File: config.mk
export PLATFORM = sky130hd
export DESIGN_NAME = video_color_xform_core_flat
export DESIGN_NICKNAME = d
export VERILOG_FILES = /design/src/rtl/video_color_xform_core_if.sv /design/src/rtl/video_color_xform_core.sv /design/src/flat_wrapper.sv
export SDC_FILE = /design/constraint.sdc
export NUM_CORES = 1
export LEC_CHECK = 0
export BUFFER_PORTS_ARGS = -buffer_cell sky130_fd_sc_hd__buf_4
export CORE_MARGIN = 5
export CORE_UTILIZATION = 55
export DETAILED_ROUTE_END_ITERATION = 10
export PLACE_DENSITY_LB_ADDON = 0.2
export SYNTH_ARGS = -nofsm -noshare
export SYNTH_HDL_FRONTEND = slang
export SYNTH_SLANG_ARGS = --single-unit
File: constraint.sdc
create_clock -name clk -period 3.69 [get_ports clk]
set_input_delay 0.369 -clock clk [delete_from_list [all_inputs] [get_ports clk]]
set_output_delay 0.369 -clock clk [all_outputs]
set_load 0.02 [all_outputs]
File: src/rtl/video_color_xform_core_if.sv
// Frame-control type and the register/pixel bus bundle
// shared by the colour transform core and its users.
package vga_pkg;

  typedef struct packed {
    logic vsync;
    logic hsync;
    logic de;
  } vga_fc_t;

endpackage

interface video_color_xform_core_if #(
  parameter int RGB_SIZE = 12
);
  import vga_pkg::*;

  logic                avs_write;
  logic                avs_read;
  logic [1:0]          avs_address;
  logic [31:0]         avs_writedata;
  logic [31:0]         avs_readdata;

  logic                src_vld;
  logic                src_rdy;
  vga_fc_t             src_fc;
  logic [RGB_SIZE-1:0] src_rgb;

  logic                snk_rdy;
  logic                snk_vld;
  vga_fc_t             snk_fc;
  logic [RGB_SIZE-1:0] snk_rgb;

  modport master (
    output avs_write,
    output avs_read,
    output avs_address,
    output avs_writedata,
    input  avs_readdata,
    output src_vld,
    input  src_rdy,
    output src_fc,
    output src_rgb,
    output snk_rdy,
    input  snk_vld,
    input  snk_fc,
    input  snk_rgb
  );

  modport slave (
    input  avs_write,
    input  avs_read,
    input  avs_address,
    input  avs_writedata,
    output avs_readdata,
    input  src_vld,
    output src_rdy,
    input  src_fc,
    input  src_rgb,
    input  snk_rdy,
    output snk_vld,
    output snk_fc,
    output snk_rgb
  );

endinterface

File: src/rtl/video_color_xform_core.sv
// Two-stage elastic RGB colour transform: bypass/gray/invert/threshold.
// Threshold mode exists only with VIDEO_COLOR_XFORM_THRESH_EN defined.
module video_color_xform_core
  import vga_pkg::*;
#(
  parameter int RSIZE    = 4,
  parameter int GSIZE    = 4,
  parameter int BSIZE    = 4,
  parameter int RGB_SIZE = 12
) (
  input  logic clk,
  input  logic rst_n,
  video_color_xform_core_if.slave bus
);

  localparam logic [1:0] M_GRAY   = 2'd1;
  localparam logic [1:0] M_INVERT = 2'd2;
  localparam logic [1:0] M_THRESH = 2'd3;

  logic [1:0]  mode;
  logic [7:0]  thresh;
  logic [31:0] pix_cnt;

  logic wr_ctrl;
  logic wr_cnt;
  logic out_hs;

  logic s1_vld;
  logic s1_ld;
  logic s2_vld;
  logic s2_ld;

  logic [RGB_SIZE-1:0] s1_rgb;
  vga_fc_t             s1_fc;
  logic [1:0]          s1_mode;
  logic [7:0]          s1_y;

  logic [RGB_SIZE-1:0] s2_rgb;
  vga_fc_t             s2_fc;

  logic [RSIZE-1:0] src_r;
  logic [GSIZE-1:0] src_g;
  logic [BSIZE-1:0] src_b;
  logic [7:0]       r8;
  logic [7:0]       g8;
  logic [7:0]       b8;
  logic [15:0]      y_sum;
  logic [7:0]       y8;

  logic [RGB_SIZE-1:0] gray_rgb;
  logic [RGB_SIZE-1:0] xf_rgb;

  logic unused;

  assign wr_ctrl = bus.avs_write
                && (bus.avs_address == 2'd0);
  assign wr_cnt  = bus.avs_write
                && (bus.avs_address == 2'd2);

  always_ff @(posedge clk or negedge rst_n) begin
    if (!rst_n) begin
      mode <= '0;
    end else if (wr_ctrl) begin
      mode <= bus.avs_writedata[1:0];
    end
  end

`ifdef VIDEO_COLOR_XFORM_THRESH_EN
  logic wr_thr;
  logic s1_hit;

  assign wr_thr = bus.avs_write
               && (bus.avs_address == 2'd1);

  always_ff @(posedge clk or negedge rst_n) begin
    if (!rst_n) begin
      thresh <= '0;
    end else if (wr_thr) begin
      thresh <= bus.avs_writedata[7:0];
    end
  end

  // Compare against the threshold sampled with the pixel
  always_ff @(posedge clk or negedge rst_n) begin
    if (!rst_n) begin
      s1_hit <= 1'b0;
    end else if (s1_ld && bus.src_vld) begin
      s1_hit <= (y8 >= thresh);
    end
  end

  assign unused = ^{bus.avs_read,
                    bus.avs_writedata[31:8],
                    y_sum[7:0], s1_y};
`else
  assign thresh = '0;

  assign unused = ^{bus.avs_read,
                    bus.avs_writedata[31:2],
                    y_sum[7:0], s1_y};
`endif

  // A clear landing on an output handshake wins
  always_ff @(posedge clk or negedge rst_n) begin
    if (!rst_n) begin
      pix_cnt <= '0;
    end else if (wr_cnt) begin
      pix_cnt <= '0;
    end else if (out_hs) begin
      pix_cnt <= pix_cnt + 32'd1;
    end
  end

  always_comb begin
    bus.avs_readdata = '0;
    case (bus.avs_address)
      2'd0:    bus.avs_readdata[1:0] = mode;
      2'd1:    bus.avs_readdata[7:0] = thresh;
      2'd2:    bus.avs_readdata      = pix_cnt;
      default: bus.avs_readdata      = '0;
    endcase
  end

  assign src_r = bus.src_rgb[RGB_SIZE-1 -: RSIZE];
  assign src_g = bus.src_rgb[BSIZE +: GSIZE];
  assign src_b = bus.src_rgb[0 +: BSIZE];

  assign r8 = 8'(src_r) << (8 - RSIZE);
  assign g8 = 8'(src_g) << (8 - GSIZE);
  assign b8 = 8'(src_b) << (8 - BSIZE);

  // Max sum is 256*255, so 16 bits never overflow
  assign y_sum = 16'(r8) * 16'd77
               + 16'(g8) * 16'd150
               + 16'(b8) * 16'd29;
  assign y8 = y_sum[15:8];

  assign s2_ld = !s2_vld || bus.snk_rdy;
  assign s1_ld = !s1_vld || s2_ld;
  assign out_hs = s2_vld && bus.snk_rdy;

  assign bus.src_rdy = s1_ld;

  always_ff @(posedge clk or negedge rst_n) begin
    if (!rst_n) begin
      s1_vld  <= 1'b0;
      s1_rgb  <= '0;
      s1_fc   <= '0;
      s1_mode <= '0;
      s1_y    <= '0;
    end else if (s1_ld) begin
      s1_vld <= bus.src_vld;
      if (bus.src_vld) begin
        s1_rgb  <= bus.src_rgb;
        s1_fc   <= bus.src_fc;
        s1_mode <= mode;
        s1_y    <= y8;
      end
    end
  end

  assign gray_rgb = {s1_y[7 -: RSIZE],
                     s1_y[7 -: GSIZE],
                     s1_y[7 -: BSIZE]};

  always_comb begin
    xf_rgb = s1_rgb;
    case (s1_mode)
      M_GRAY:   xf_rgb = gray_rgb;
      M_INVERT: xf_rgb = ~s1_rgb;
`ifdef VIDEO_COLOR_XFORM_THRESH_EN
      M_THRESH: xf_rgb = s1_hit ? '1 : '0;
`else
      M_THRESH: xf_rgb = s1_rgb;
`endif
      default:  xf_rgb = s1_rgb;
    endcase
  end

  always_ff @(posedge clk or negedge rst_n) begin
    if (!rst_n) begin
      s2_vld <= 1'b0;
      s2_rgb <= '0;
      s2_fc  <= '0;
    end else if (s2_ld) begin
      s2_vld <= s1_vld;
      if (s1_vld) begin
        s2_rgb <= xf_rgb;
        s2_fc  <= s1_fc;
      end
    end
  end

  assign bus.snk_vld = s2_vld;
  assign bus.snk_rgb = s2_rgb;
  assign bus.snk_fc  = s2_fc;

endmodule

File: src/flat_wrapper.sv
// flat-port wrapper written by rule: the top's interface ports become plain ports
module video_color_xform_core_flat import vga_pkg::*;
#(
  parameter int RSIZE    = 4,
  parameter int GSIZE    = 4,
  parameter int BSIZE    = 4,
  parameter int RGB_SIZE = 12
)
  (clk, rst_n, bus_avs_write, bus_avs_read, bus_avs_address, bus_avs_writedata, bus_avs_readdata, bus_src_vld, bus_src_rdy, bus_src_fc, bus_src_rgb, bus_snk_rdy, bus_snk_vld, bus_snk_fc, bus_snk_rgb);
  video_color_xform_core_if #(.RGB_SIZE(RGB_SIZE)) bus_i ();
  input  logic clk;
  input  logic rst_n;
  input wire logic [$bits(bus_i.avs_write)-1:0] bus_avs_write;
  input wire logic [$bits(bus_i.avs_read)-1:0] bus_avs_read;
  input wire logic [$bits(bus_i.avs_address)-1:0] bus_avs_address;
  input wire logic [$bits(bus_i.avs_writedata)-1:0] bus_avs_writedata;
  output wire logic [$bits(bus_i.avs_readdata)-1:0] bus_avs_readdata;
  input wire logic [$bits(bus_i.src_vld)-1:0] bus_src_vld;
  output wire logic [$bits(bus_i.src_rdy)-1:0] bus_src_rdy;
  input wire logic [$bits(bus_i.src_fc)-1:0] bus_src_fc;
  input wire logic [$bits(bus_i.src_rgb)-1:0] bus_src_rgb;
  input wire logic [$bits(bus_i.snk_rdy)-1:0] bus_snk_rdy;
  output wire logic [$bits(bus_i.snk_vld)-1:0] bus_snk_vld;
  output wire logic [$bits(bus_i.snk_fc)-1:0] bus_snk_fc;
  output wire logic [$bits(bus_i.snk_rgb)-1:0] bus_snk_rgb;
  assign bus_i.avs_write = bus_avs_write;
  assign bus_i.avs_read = bus_avs_read;
  assign bus_i.avs_address = bus_avs_address;
  assign bus_i.avs_writedata = bus_avs_writedata;
  assign bus_avs_readdata = bus_i.avs_readdata;
  assign bus_i.src_vld = bus_src_vld;
  assign bus_src_rdy = bus_i.src_rdy;
  assign bus_i.src_fc = bus_src_fc;
  assign bus_i.src_rgb = bus_src_rgb;
  assign bus_i.snk_rdy = bus_snk_rdy;
  assign bus_snk_vld = bus_i.snk_vld;
  assign bus_snk_fc = bus_i.snk_fc;
  assign bus_snk_rgb = bus_i.snk_rgb;
  video_color_xform_core #(.RSIZE(RSIZE), .GSIZE(GSIZE), .BSIZE(BSIZE), .RGB_SIZE(RGB_SIZE)) u_core (.clk(clk), .rst_n(rst_n), .bus(bus_i));
endmodule
# Word-level counts from Yosys, hierarchy flattened

Cells that the tools add are included.

Add/subtract/negate cells: 3
Multipliers: 3
Equality and inequality tests: 3
Muxes and demuxes: 6
Bitwise operators: 1
Reduce and logical (&&, ||, !) cells: 11

Operators by type and width:

| cell                  | number |
|---|---|
| $mux 32               | 2 |
| $add 32x1->32 const B | 1 |
| $mux 24               | 1 |
| $pmux 12 s2           | 1 |
| $mul 4x7->11 const B  | 2 |
| $add 15x16->16        | 1 |
| $add 16x13->16        | 1 |
| $not 12->12           | 1 |
| $mul 4x5->9 const B   | 1 |
| $mux 6                | 1 |
| $eq 2x2->1 const B    | 2 |
| $pmux 2 s2            | 1 |
| $reduce_and 2->1      | 2 |
| $logic_and 1x1->1     | 3 |
| $eq 2x1->1 const B    | 1 |
| $logic_not 1->1       | 2 |
| $logic_not 2->1       | 1 |
| $logic_or 1x1->1      | 2 |
| $reduce_bool 2->1     | 1 |

Register bits: 76
Bits of input ports: 55
Output and inout bits: 49
Logic and storage cells: 41

# Longest topological paths before layout

Depth in word-level cells: 4
Gate-level depth with buffers: 18
Depth with buffers taken out: 18

# Least setup slack after synthesis

Ideal clock, no wire load.

Path type: input to register
Start: input port bus_src_rgb[1]
End: register u_core.s1_y[7]
Library setup time: 125 ps
Data arrival time: 4,145 ps
Data required time: 3,565 ps
Path slack: -580 ps
Stages on the path: 17
Buffers on the path: 0
Cell sequence: inv_1 > fa_1 > inv_1 > ha_1 > ha_1 > a21oi_1 > o21bai_1 > a21oi_1 > xor2_1 > fa_1 > inv_1 > ha_1 > nand2_1 > a2111oi_0 > o41ai_1 > xor3_1 > mux2_2

Cells in the longest elaborated chain, start to end: 2

Ends and longest elaborated chain:

| item                   | line                          | text |
|---|---|---|
| start: declaration     | flat_wrapper.sv:21            | `input wire logic [$bits(bus_i.src_rgb)-1:0] bus_src_rgb;` |
| $mul 4x5->9            | video_color_xform_core.sv:135 | `+ 16'(b8) * 16'd29;` |
| $add 16x13->16         | video_color_xform_core.sv:135 |  |
| end signal: assignment | video_color_xform_core.sv:157 | `s1_y <= y8;` |
| end: declaration       | video_color_xform_core.sv:36  | `logic [7:0] s1_y;` |

No other way between the ends.
A chain may end at the register's enable or synchronous reset.

# Worst setup path after layout

Ends and elaborated chain as after synthesis.

==> out/results.tsv <==
metric	value	unit
final wirelength	11660	um
critical path arrival	4030	ps
Final Critical Period	3791	ps
CTS buffer count	9	
design area	0.006481	mm^2
# nets final	764	
top post-synthesis cells by area	dfrtp_1, ha_1, o21ai_0, fa_1, and2_1	
ANT nets after route	0	
setup tns final	-116.8	ps
largest net degree at the start of global routing	73	
Req. time, crit path	3930	ps
ant diodes	0	
P_leak	0.003123	uW
maxcap violations	0	
Worst Setup Start Kind	input pin	
vias per cell	5.506	
Cells after Synth	533	
CTS tree	yes	
Fin. Hold Viols	0	
RSZ-0062 raised after global routing	yes	
Site Rows	35	
Slew @ Worst Pin	891.2	ps
Root Buffer	clkbuf_8	
gr ovfl total	0	
Syn Std Cell Area	0.005046	mm^2
P per Cell Area	505.4	mW/mm^2
Hold Crit Class	in2async	
Ys Warns	0	
FF+latch count, synth	72	
Die Ht	105.8	um
routed len/inst	15.41	um
Hold WS	139.7	ps
Tcrit/Tclk final	102.7	%
Die X	105.8	um
Unique masters post-synth	46	
FF+latch area	0.001802	mm^2
maximum vdd ir drop	0.4239	mV
total placed instance area	0.006130	mm^2
Clock Skew	12.48	ps
syn nets	656	
post-synth top area share	35.71	%
vias in the first global route	4151	
clk_lat worst skew	350	ps
router iterations before antenna repair	4	
IO Pins	104	
Post-DP HPWL	9090	um
CTS max path bufs	2	
fmax	0.2638	GHz
total chip power	3276	uW
crit path kind	in2reg	
Post-synth EDFFs	0	
synth cell count leaders	dfrtp_1, o21ai_0, ha_1	
fin. max-slew vios	0	
share of cells above drive strength 1	29.88	%
worst-path maximum fanout	4	
Yosys top cell by area	dfrtp_1	
Vias	4168	
gp weighted congestion	0.8109	
asr flop ratio synth	100.0	%
sequential cell area fraction in the yosys report	35.71	%
first-pass GRT wire length	19440	um
P&R area growth vs syn	28.44	%
Core ar.	0.009109	mm^2
clock slew at reported path FFs	70	ps
violated checks	setup timing	
Fill cells	709	
Die Area	0.01119	mm^2
final core occ	71.15	%
# port buffers	72	
most common cell in the netlist	dfrtp_1	
htree depth	3	
Sink Count	72	
initial antenna violation count	0	
Mapped Avg Cell Area	9.467	um^2
DR iter-0 viols	197	
final worst slack	-101.1	ps
CTS Hold Bufs	0	
DRC violations left	0	
status	finished with violations	
Multi-input gate area	0.003269	mm^2
Finish-stage setup viols	2	
headroom to the max-slew limit	40.59	%
Initial Util	55.40	%
GRT Util Overall	21.58	%
Top FF cell, synth	dfrtp_1	
Worst setup EP type	flop	
[cells by family after synthesis]
logic type	after synthesis	synth area share, %
flops	72	35.71
compound gates	115	13.32
simple gates	169	17.55
mux	18	3.967
xor+xnor	33	6.025
buf+inv	58	4.488
fa+ha+maj	68	18.94
[stage by stage]
step	setup slack (ps)	cells
6_report	-101.1	757
5_1_grt	-265.8	757
4_1_cts	-111.1	756
3_5_place_dp	-691.4	739
3_3_place_gp	-572.7	739
2_1_floorplan	-306.7	533
[registers in the layout, summed over array words and instances (netlist names)]
| signal | cells |
|---|---|
| u_core.pix_cnt | 32 |
| u_core.s1_mode | 2 |
| u_core.s1_fc | 3 |
| u_core.s1_rgb | 12 |
| u_core.mode | 2 |
| u_core.bus.snk_fc | 3 |
| u_core.bus.snk_vld | 1 |
| u_core.s1_y | 4 |
| u_core.bus.snk_rgb | 12 |
| u_core.s1_vld | 1 |
[layout make-up]
type                       instances  share of cell area [%]
multi-input combinational        403                   50.44
sequential                        72                   27.80
timing repair buffer             116                   13.80
clock buffer                      11                   2.336
inverter                          39                   2.259
tap                              111                   2.143
clock inverter                     5                   1.216
[metal layers]
metal,vias to the layer above,GRT usage [%],wire (um)
li1,2061,-,-
met5,-,0,0
met2,95,38.80,6072
met3,22,3.062,470
met1,1990,25.71,4815
met4,0,9.066,304
[cell usage in the layout, fill, tap and decap left out, types with 8 or more instances in the layout]
| cell type | instances |
|---|---|
| a21oi_1 | 18 |
| and2_1 | 31 |
| buf_4 | 112 |
| clkbuf_8 | 11 |
| dfrtp_1 | 72 |
| fa_1 | 11 |
| ha_1 | 42 |
| ha_4 | 11 |
| inv_1 | 32 |
| mux2_2 | 15 |
| nand2_1 | 42 |
| nand3_1 | 11 |
| nand4_1 | 9 |
| nor2_1 | 26 |
| o21ai_0 | 55 |
| or3_1 | 8 |
| xnor2_1 | 12 |
| xor2_1 | 18 |
[worst paths after layout]
| path | startpoint | to | slack [ps] | depth (start not counted) |
|---|---|---|---|---|
| worst max-delay path | bus_src_rgb[1] | u_core.s1_y[7] | -100 | 17 |
| worst min-delay path | rst_n | u_core.pix_cnt[2] | 140 | 1 |
| worst max register to register | u_core.bus.snk_vld | u_core.pix_cnt[26] | 1340 | 5 |
| worst min register to register | u_core.bus.snk_rgb[0] | u_core.bus.snk_rgb[0] | 490 | 2 |
| max in group asynchronous | rst_n | u_core.pix_cnt[9] | 2970 | 1 |
| min in group clk | bus_src_vld | u_core.s1_vld | 230 | 2 |
[worst max-delay path: stages]
cell	delay, ps
buf_12	110
ha_4	230
fa_1	460
ha_1	300
a21o_1	170
a21oi_2	130
o21bai_1	90
a21oi_2	150
xor2_1	120
fa_1	570
inv_2	50
ha_4	280
nand2_4	60
a2111oi_4	350
o41ai_2	140
xor3_1	190
mux2_4	260
[repair_timing]
| action | in CTS | in global routing |
|---|---|---|
| pin swaps | 15 | 13 |
| setup buffers | 1 | 1 |
| cloned | 0 | 0 |
| endpoints found under the setup margin | 2 | 4 |
| resized for setup | 10 | 15 |
[power by group]
part	total, uW	leakage (uW)	internal [uW]	switching [uW]
Sequential	1050	0.000924	930	118
Clock	709	0.000119	416	292
Combinational	1520	0.00208	727	792
Power figures use the tool's default switching activity.
